[config.mk]
export PLATFORM = sky130hd
export DESIGN_NAME = hash_arbiter
export DESIGN_NICKNAME = d
export VERILOG_FILES = /design/src/rtl/hash_arbiter.sv
export SDC_FILE = /design/constraint.sdc
export NUM_CORES = 1
export LEC_CHECK = 0
export BUFFER_PORTS_ARGS = -buffer_cell sky130_fd_sc_hd__buf_2
export CELL_PAD_IN_SITES_DETAIL_PLACEMENT = 1
export CELL_PAD_IN_SITES_GLOBAL_PLACEMENT = 2
export CORE_MARGIN = 5
export CORE_UTILIZATION = 30
export CTS_CLUSTER_SIZE = 14
export DETAILED_ROUTE_END_ITERATION = 10
export HOLD_SLACK_MARGIN = 0.12
export PLACE_DENSITY = 0.76
export SLEW_MARGIN = 25
export SYNTH_ARGS = -nofsm -noshare
export SYNTH_HDL_FRONTEND = slang
export SYNTH_SLANG_ARGS = --single-unit
export TNS_END_PERCENT = 100
[constraint.sdc]
create_clock -name clk -period 7.1 [get_ports clk]
set_input_delay 1.065 -clock clk [delete_from_list [all_inputs] [get_ports clk]]
set_output_delay 1.065 -clock clk [all_outputs]
set_load 0.02 [all_outputs]
[src/rtl/hash_arbiter.sv]
// Round-robin front end that time-shares one byte-stream hash core among NREQ requesters.
// Optional stall timeout with zero-fill flush is enabled by defining HASH_ARB_TIMEOUT_EN.
module hash_arbiter #(
  parameter int NREQ    = 2,
  parameter int LEN_W   = 64,
  parameter int DIG_W   = 32,
  parameter int TIMEOUT = 1024
) (
  input  logic                  clk,
  input  logic                  rst_n,
  input  logic [NREQ-1:0]       req,
  input  logic [NREQ*LEN_W-1:0] req_len,
  input  logic [NREQ*8-1:0]     req_byte,
  input  logic [NREQ-1:0]       req_byte_valid,
  output logic [NREQ-1:0]       byte_ready,
  output logic [NREQ-1:0]       grant,
  output logic [NREQ-1:0]       done,
  output logic [DIG_W-1:0]      digest_out,
  output logic                  busy,
  output logic [NREQ-1:0]       err,
  output logic                  core_m_valid,
  output logic [LEN_W-1:0]      core_c_in,
  output logic [7:0]            core_m,
  input  logic                  core_hash_ready,
  input  logic [DIG_W-1:0]      core_digest
);

  // state   | meaning
  // IDLE    | no owner, arbitrating on req
  // LOAD    | latch owner's length onto the core, clear byte counter
  // STREAM  | forward owner's bytes until len accepted
  // WAIT    | last byte in flight, then wait for hash_ready
  // FLUSH   | (timeout build) zero-fill remaining bytes, drain core
  // DONE    | one-cycle done/err pulse, advance rr pointer

  localparam int IDX_W = (NREQ > 1) ? $clog2(NREQ) : 1;

`ifdef HASH_ARB_TIMEOUT_EN
  localparam int ST_W = $clog2(TIMEOUT + 1);
  typedef enum logic [2:0] {
    S_IDLE, S_LOAD, S_STREAM, S_WAIT, S_FLUSH, S_DONE
  } state_t;
`else
  typedef enum logic [2:0] {
    S_IDLE, S_LOAD, S_STREAM, S_WAIT, S_DONE
  } state_t;
`endif

  state_t             state_q, state_d;
  logic [IDX_W-1:0]   owner_q, owner_d;
  logic [NREQ-1:0]    grant_q, grant_d;
  logic [IDX_W-1:0]   ptr_q, ptr_d;
  logic [LEN_W-1:0]   cnt_q, cnt_d;
  logic [LEN_W-1:0]   len_q, len_d;
  logic [7:0]         m_q, m_d;
  logic               mv_q, mv_d;
  logic [DIG_W-1:0]   dig_q, dig_d;
  logic               wfirst_q, wfirst_d;
`ifdef HASH_ARB_TIMEOUT_EN
  logic [ST_W-1:0]    stall_q, stall_d;
  logic               abort_q, abort_d;
`endif

  logic [LEN_W-1:0]   len_arr  [NREQ];
  logic [7:0]         byte_arr [NREQ];

  for (genvar k = 0; k < NREQ; k++) begin : g_slice
    assign len_arr[k]  = req_len[k*LEN_W +: LEN_W];
    assign byte_arr[k] = req_byte[k*8 +: 8];
  end

  logic             pick_found;
  logic [IDX_W-1:0] pick_idx;

  // First requester at or after the rotating pointer, wrapping.
  always_comb begin
    int j;
    j          = 0;
    pick_found = 1'b0;
    pick_idx   = '0;
    for (int i = 0; i < NREQ; i++) begin
      j = (int'(ptr_q) + i) % NREQ;
      if (!pick_found && req[IDX_W'(j)]) begin
        pick_found = 1'b1;
        pick_idx   = IDX_W'(j);
      end
    end
  end

  logic ready_own;
  logic acc;

  assign ready_own  = (state_q == S_STREAM) && (cnt_q < len_q);
  assign acc        = ready_own && req_byte_valid[owner_q];
  assign byte_ready = ready_own ? grant_q : '0;
  assign grant      = grant_q;
  assign busy       = (state_q != S_IDLE);
  assign digest_out = dig_q;
  assign core_m_valid = mv_q;
  assign core_c_in  = len_q;
  assign core_m     = m_q;

`ifdef HASH_ARB_TIMEOUT_EN
  assign done = ((state_q == S_DONE) && !abort_q) ? grant_q : '0;
  assign err  = ((state_q == S_DONE) &&  abort_q) ? grant_q : '0;
`else
  assign done = (state_q == S_DONE) ? grant_q : '0;
  assign err  = '0;
  logic unused_timeout;
  assign unused_timeout = (TIMEOUT > 0);
`endif

  always_comb begin
    state_d  = state_q;
    owner_d  = owner_q;
    grant_d  = grant_q;
    ptr_d    = ptr_q;
    cnt_d    = cnt_q;
    len_d    = len_q;
    m_d      = m_q;
    mv_d     = 1'b0;
    dig_d    = dig_q;
    wfirst_d = wfirst_q;
`ifdef HASH_ARB_TIMEOUT_EN
    abort_d  = abort_q;
`endif

    case (state_q)
      S_IDLE: begin
        if (pick_found) begin
          owner_d           = pick_idx;
          grant_d           = '0;
          grant_d[pick_idx] = 1'b1;
          state_d           = S_LOAD;
        end
      end

      S_LOAD: begin
        len_d = len_arr[owner_q];
        cnt_d = '0;
        if (len_arr[owner_q] == '0) begin
          dig_d   = '0;
          state_d = S_DONE;
        end else begin
          state_d = S_STREAM;
        end
      end

      S_STREAM: begin
        if (acc) begin
          m_d   = byte_arr[owner_q];
          mv_d  = 1'b1;
          cnt_d = cnt_q + LEN_W'(1);
          if (cnt_q + LEN_W'(1) == len_q) begin
            wfirst_d = 1'b1;
            state_d  = S_WAIT;
          end
        end
`ifdef HASH_ARB_TIMEOUT_EN
        else if (stall_q == ST_W'(TIMEOUT - 1)) begin
          wfirst_d = 1'b0;
          state_d  = S_FLUSH;
        end
`endif
      end

      S_WAIT: begin
        // The core may still show hash_ready from the previous message
        // until it sees the final M_valid, so skip the first cycle.
        if (wfirst_q) begin
          wfirst_d = 1'b0;
        end else if (core_hash_ready) begin
          dig_d   = core_digest;
          state_d = S_DONE;
        end
`ifdef HASH_ARB_TIMEOUT_EN
        else if (stall_q == ST_W'(TIMEOUT - 1)) begin
          abort_d = 1'b1;
          state_d = S_DONE;
        end
`endif
      end

`ifdef HASH_ARB_TIMEOUT_EN
      S_FLUSH: begin
        if (cnt_q != len_q) begin
          m_d   = 8'h00;
          mv_d  = 1'b1;
          cnt_d = cnt_q + LEN_W'(1);
          if (cnt_q + LEN_W'(1) == len_q) wfirst_d = 1'b1;
        end else if (wfirst_q) begin
          wfirst_d = 1'b0;
        end else if (core_hash_ready) begin
          abort_d = 1'b1;
          state_d = S_DONE;
        end
      end
`endif

      S_DONE: begin
        grant_d = '0;
        ptr_d   = (owner_q == IDX_W'(NREQ - 1)) ? '0 : owner_q + IDX_W'(1);
        state_d = S_IDLE;
`ifdef HASH_ARB_TIMEOUT_EN
        abort_d = 1'b0;
`endif
      end

      default: state_d = S_IDLE;
    endcase
  end

`ifdef HASH_ARB_TIMEOUT_EN
  always_comb begin
    stall_d = stall_q;
    if ((state_d != state_q) || acc)
      stall_d = '0;
    else if (((state_q == S_STREAM) || (state_q == S_WAIT)) && (stall_q != ST_W'(TIMEOUT)))
      stall_d = stall_q + ST_W'(1);
  end
`endif

  always_ff @(posedge clk or negedge rst_n) begin
    if (!rst_n) begin
      state_q  <= S_IDLE;
      owner_q  <= '0;
      grant_q  <= '0;
      ptr_q    <= '0;
      cnt_q    <= '0;
      len_q    <= '0;
      m_q      <= '0;
      mv_q     <= 1'b0;
      dig_q    <= '0;
      wfirst_q <= 1'b0;
`ifdef HASH_ARB_TIMEOUT_EN
      stall_q  <= '0;
      abort_q  <= 1'b0;
`endif
    end else begin
      state_q  <= state_d;
      owner_q  <= owner_d;
      grant_q  <= grant_d;
      ptr_q    <= ptr_d;
      cnt_q    <= cnt_d;
      len_q    <= len_d;
      m_q      <= m_d;
      mv_q     <= mv_d;
      dig_q    <= dig_d;
      wfirst_q <= wfirst_d;
`ifdef HASH_ARB_TIMEOUT_EN
      stall_q  <= stall_d;
      abort_q  <= abort_d;
`endif
    end
  end

endmodule

==> results of run 1 <==
## area by class of cell
cell class / count / area share, %
timing repair buffer: 309 / 10.6
clock inverter: 13 / 1.02
clock buffer: 19 / 2.94
inverter: 112 / 2.79
tap: 539 / 4.47
multi-input combinational: 1104 / 48.8
sequential: 177 / 29.4
## worst max-delay path by stage
stage	startpoint	endpoint	slack, ns	cells past startpoint
after floorplan	core_c_in[3]	byte_ready[0]	3.73	10
after global placement	core_c_in[3]	cnt_q[63]	2.79	10
after detailed placement	core_c_in[3]	cnt_q[63]	2.74	10
after CTS	core_c_in[3]	byte_ready[0]	2.39	11
after global routing	core_c_in[3]	byte_ready[0]	2.18	11
final	core_c_in[3]	byte_ready[0]	2.39	11
## cells in the mapped netlist, drive strengths merged (23+ instances only)
master	number	share of area (%)
nor4	50	2.9
mux2i	76	6.0
o21ai	107	4.2
xnor2	72	5.0
buf	32	1.6
nand4	85	4.6
inv	112	3.3
nand3	37	1.5
nor3	28	1.3
dfrtp	177	35
xor2	23	1.6
nand2	96	2.9
clkbuf	59	2.2
a21oi	125	4.9
nor2	120	3.6
a31oi	51	2.5
ha	65	6.4
## kinds of logic (layout without fill, tap and decap cells)
family	Yosys count	count (layout)	share of synthesized area, %
other	1	2	0.0296
multiplexers	77	77	6.09
XOR/XNOR	95	95	6.63
flip-flops	177	177	35.0
buffers and inverters	203	453	7.13
AO/OA/AOI/OAI	362	362	16.8
adder cells (fa/ha/maj)	65	65	6.42
AND/OR/NAND/NOR	503	503	22.0
## sequential cells by signal (all words and copies together) (netlist names)
name and cells:
core_c_in 64, grant 2, cnt_q 64, ptr_q 1, owner_q 1, wfirst_q 1
core_m_valid 1, state_q 3, digest_out 32, core_m 8
## metal layers
metal	vias to the layer above	routed length (um)	GRT usage, %
li1	5853	-	-
met1	6304	24400	30.4
met2	342	24700	36.6
met3	51	3240	4.96
met4	4	911	5.38
met5	-	23	0
## worst register-to-register path, cell delays in order, from the launching register on
cell	delay, ns
dfrtp_1	0.41
inv_1	0.31
ha_1	0.32
a21o_1	0.19
a21o_1	0.18
a21oi_1	0.14
o22ai_1	0.17
or3b_2	0.50
nor4_1	0.59
or3_2	0.98
o21ai_0	0.21
a21bo_2	0.26
## power by group through the flow
| stage | clock network (mW) | registers (mW) | logic [mW] |
|---|---|---|---|
| global route | 1.07 | 1.87 | 3.09 |
| global placement | 0 | 1.83 | 2.78 |
| CTS | 1.03 | 1.83 | 2.86 |
| finish | 1.00 | 1.83 | 2.83 |
| floorplan | 0 | 1.94 | 1.57 |
| detailed placement | 0 | 1.84 | 2.85 |
## through the flow
stage / power [mW] / setup WS (ns) / instances / hold slack, ns / utilization, %
4_1_cts: 5.71 / 2.39 / 2273 / 0.492 / 36.0
3_3_place_gp: 4.62 / 2.79 / 2241 / 0.457 / 34.6
5_1_grt: 6.03 / 2.18 / 2273 / 0.501 / 36.0
2_1_floorplan: 3.51 / 3.73 / 1484 / 0.469 / -
3_5_place_dp: 4.69 / 2.74 / 2241 / 0.475 / 34.6
6_report: 5.65 / 2.39 / 2273 / 0.480 / 36.0
==> metrics, run 1 <==
post-layout min period 4.71 ns; Slew @ Worst Pin 1.08 ns; endpoints failing hold 0; core area 41,900 sq um; CP startpoint kind flop; later-pin clock latency in the skew report 0.46 ns; R2R Path Start core_c_in[37]; Crit Reg-Reg Endpoint cnt_q[63]; die height 215 um; Post-route DRC 0; CP Class reg2out; share of cells above drive strength 1 22.7%; total gr overflow 0; Seq cells post-synth 177; Avg Synthesized Cell Area 8.54 sq um; Seq pwr share 32.3%; worst hold start core_m[2]; via count 12,600; Post-Route WL 53,200 um; clock slew at reported path FFs 0.07 ns; Top Ports 297; CTS Buffer Depth 2; flop-to-flop setup slack 2.74 ns; initial antenna violation count 3; row cnt 75; CTS buffer count 17; Routed Antenna Nets 0; GR Util All Layers 22.4%; CP Cell Sequence inv_1 -> ha_1 -> a211o_1 -> a31oi_1 -> o21ai_0 -> a311o_1 -> o21ai_0 -> nand3b_1 -> a21oi_1 -> and2_1 -> buf_2; htree depth 4; Final setup viols 0; # nets final 1,969; mapped cell area 12,700 sq um; net switching power 2.84 mW; Static Leak 7.01 nW; fin area 15,100 sq um; first-pass GRT wire length 81,200 um; commonest non-fill, non-tap cell in the layout buf_2; Post-CTS Hold Buffers 0; CTS tree built; MaxCap Viol Count 0; fill cell count 5,050; Pins Over Slew Limit 0; worst vdd ir 228 uV; crit share post-route 66.3%; Post-synth top flop dfrtp_1; ant diodes 0; placed wire-length estimate 41,700 um; Clock power frac 17.7%; vias per inst 5.52; largest delay contributor family on the critical path compound AO/OA/AOI/OAI gates; internal power 2.81 mW; CP dominant cell by count o21ai_0; hold endpoint core_m[2]; Post-synth ARST share 100%; r2r worst-path depth 11; placed instance area 14,500 sq um; status finished, final reports clean; Initial DRC Count 712; CP Data Required Time 6.03 ns; clock sink count 177; Die W 215 um; register area share after synthesis 35.0%; CP endpoint kind primary output; CP Max Fanout 6; FF+latch area 4430 sq um; CP peak stage delay 0.54 ns; Slew headroom 27.9%; clock skew 0.0102 ns; CTS resizes 0; RSZ-0062 raised after global routing no; Post-CTS Repair Setup Buffers 0; Worst Path Arrival 3.64 ns; I/O Buffers 293; Syn. warnings 0; drt wl/cell 23.4 um; cells after synthesis 1,483; Peak Freq 0.212 GHz; Hold Path Cell Cnt 2; Clock Tree Root clkbuf_16; PD cells 375 nW/um^2; Die Area 46,400 sq um; Slowest cell on crit path dfrtp_1; most frequent cells in the layout 292 x buf_2, 176 x dfrtp_1, 125 x a21oi_1, 119 x nor2_1, 111 x inv_1; gpl congestion 0.850; Multi-input gate area 7360 sq um; Initial Utilization 30.3%; TNS Setup 0 ns; WP buf/inv 2; combinational power share 50.0%; largest net degree at the start of global routing 80; Pre-antenna DRT Iters 5; Synth cell types 83; min-delay worst type reg2reg; Sw Share 50.3%; vias in the first global route 13,000; Synth-to-Final Area Change 19.1%; Post-synth EDFFs 0
Power figures use the tool's default switching activity.
==> inputs of run 2 (changes only) <==
clock period = 4.9 ns   (was 7.1 ns; I/O delays follow)
==> metrics, run 2 (synthesized netlist as in run 1, its figures left out) <==
CP startpoint kind flop; vias per inst 5.54 (+0.33%); # nets final 1,979 (+0.51%); fin area 15,200 sq um (+0.65%); CTS Buffer Depth 2 (unchanged); die height 215 um (unchanged); Multi-input gate area 7360 sq um (unchanged); internal power 4.05 mW (+44%); later-pin clock latency in the skew report 0.46 ns (about the same); CTS buffer count 17 (unchanged); Slew @ Worst Pin 0.992 ns (-0.0901 ns); row cnt 75 (unchanged); first-pass GRT wire length 82,800 um (+2.0%); net switching power 4.25 mW (+49%); clock slew at reported path FFs 0.08 ns (about the same); Setup WS pre-CTS 0.937 ns (-1.80 ns); TNS Setup 0 ns (unchanged); Clock power frac 17.1% (-0.6 points); crit share post-route 90.8%; status finished, final reports clean; Slew headroom 33.3% (+5.4 points); Final WS setup 0.450 ns (-1.94 ns); drt wl/cell 23.9 um (+1.9%); share of cells above drive strength 1 23.1% (+0.44 points); I/O Buffers 293 (unchanged); via count 12,700 (+0.77%); ant diodes 0 (unchanged); CP Max Fanout 13 (+7); MaxCap Viol Count 0 (unchanged); commonest non-fill, non-tap cell in the layout buf_2; placed instance area 14,600 sq um (+0.66%); worst vdd ir 291 uV (+27%); initial antenna violation count 2 (-1); Post-route DRC 0 (unchanged); htree depth 4 (unchanged); combinational power share 50.9% (+0.9 points); CP Data Required Time 4.16 ns (-1.87 ns); vias in the first global route 13,300 (+2.3%); CP endpoint kind primary output; Clock Tree Root clkbuf_16; Worst Path Arrival 3.72 ns (+0.08 ns); Sw Share 51.2% (+0.88 points); largest net degree at the start of global routing 93 (+16%); clock sink count 177 (unchanged); CP Class reg2out; post-layout util 36.3% (+0.23 points); placed wire-length estimate 42,600 um (+2.2%); clock skew 0.0151 ns (+0.00490 ns); Die W 215 um (unchanged); core area 41,900 sq um (unchanged); Post-CTS Repair Setup Buffers 0 (unchanged); Die Area 46,400 sq um (unchanged); Tot Pwr 8.30 mW (+47%); flop-to-flop setup slack 0.88 ns (-1.86 ns); Top Ports 297 (unchanged); CTS tree built; CTS resizes 0 (unchanged); Post-Route WL 54,500 um (+2.3%); fill cell count 5,065 (+0.30%); Routed Antenna Nets 0 (unchanged); min-delay worst type in2async; gpl congestion 0.858 (+0.98%); most frequent cells in the layout 292 x buf_2, 176 x dfrtp_1, 125 x a21oi_1, 119 x nor2_1, 111 x inv_1; Final setup viols 0 (unchanged); Post-CTS Hold Buffers 0 (unchanged); Pins Over Slew Limit 0 (unchanged); Static Leak 7.08 nW (+0.96%); Peak Freq 0.225 GHz; PD cells 547 nW/um^2 (+46%); GR Util All Layers 22.9% (+0.45 points); Initial DRC Count 883 (+24%); RSZ-0062 raised after global routing no; FF+latch area 4430 sq um (unchanged); Pre-antenna DRT Iters 5 (unchanged); post-layout min period 4.45 ns; total gr overflow 0 (unchanged); endpoints failing hold 0 (unchanged); Synth-to-Final Area Change 19.9%; Initial Utilization 30.3% (unchanged); Seq pwr share 32.1% (-0.2 points)
## run 2: changes by cell type in the layout (fill, tap and decap cells not counted), moves of 2 or more
cell	before	now
buf_12	0	3
buf_4	16	22
bufinv_16	2	0
clkinv_4	4	2
clkinvlp_4	4	1
inv_6	2	6
inv_8	1	4
## run 2: metal layers
metal  track usage [%]  up-vias  part of all wire, %
met5                 0        -                    0
met3              5.94       57                  6.7
met2              37.0      398                   46
met4              5.06        0                  1.7
met1              31.0     6322                   46
li1                  -     5874                    -
## run 2: layout make-up
type | instances | area share (%)
clock inverters | 14 | 0.915
clock buffers | 18 | 2.89
well taps | 539 | 4.44
repair buffers | 319 | 11.3
flip-flops and latches | 177 | 29.2
inverters | 112 | 2.77
multi-input cells | 1104 | 48.5
## run 2: power by group through the flow
stage,Clock (mW),Combinational (mW),Sequential [mW]
after global placement,0,4.10,2.66
after floorplan,0,2.27,2.82
final,1.42,4.22,2.66
after global routing,1.51,4.62,2.73
after detailed placement,0,4.22,2.67
after CTS,1.45,4.23,2.65
## run 2: per-stage QoR
| step | hold WS, ns | std cells |
|---|---|---|
| 5_1_grt | 0.403 | 2283 |
| 2_1_floorplan | 0.439 | 1484 |
| 6_report | 0.327 | 2283 |
| 3_5_place_dp | 0.471 | 2250 |
| 3_3_place_gp | 0.458 | 2249 |
| 4_1_cts | 0.387 | 2282 |
## run 2: path summary, 6_finish.rpt
kind	start	end	depth (start not counted)
worst min register to register	core_m[2]	core_m[2]	2
worst max register to register	cnt_q[4]	state_q[0]	10
max in group asynchronous	rst_n	owner_q	2
worst max-delay path	cnt_q[3]	byte_ready[0]	10
min in group clk	core_m[2]	core_m[2]	2
worst min-delay path	rst_n	digest_out[31]	1
## run 2: critical path, stage by stage (launching register included)
cell      delay [ns]
dfrtp_1         0.61
ha_1            0.33
a211o_1         0.30
a31oi_1         0.14
o21ai_0         0.26
a311o_1         0.47
o21ai_0         0.24
nand3b_1        0.11
a21oi_1         0.44
and2_1          0.21
buf_2           0.17
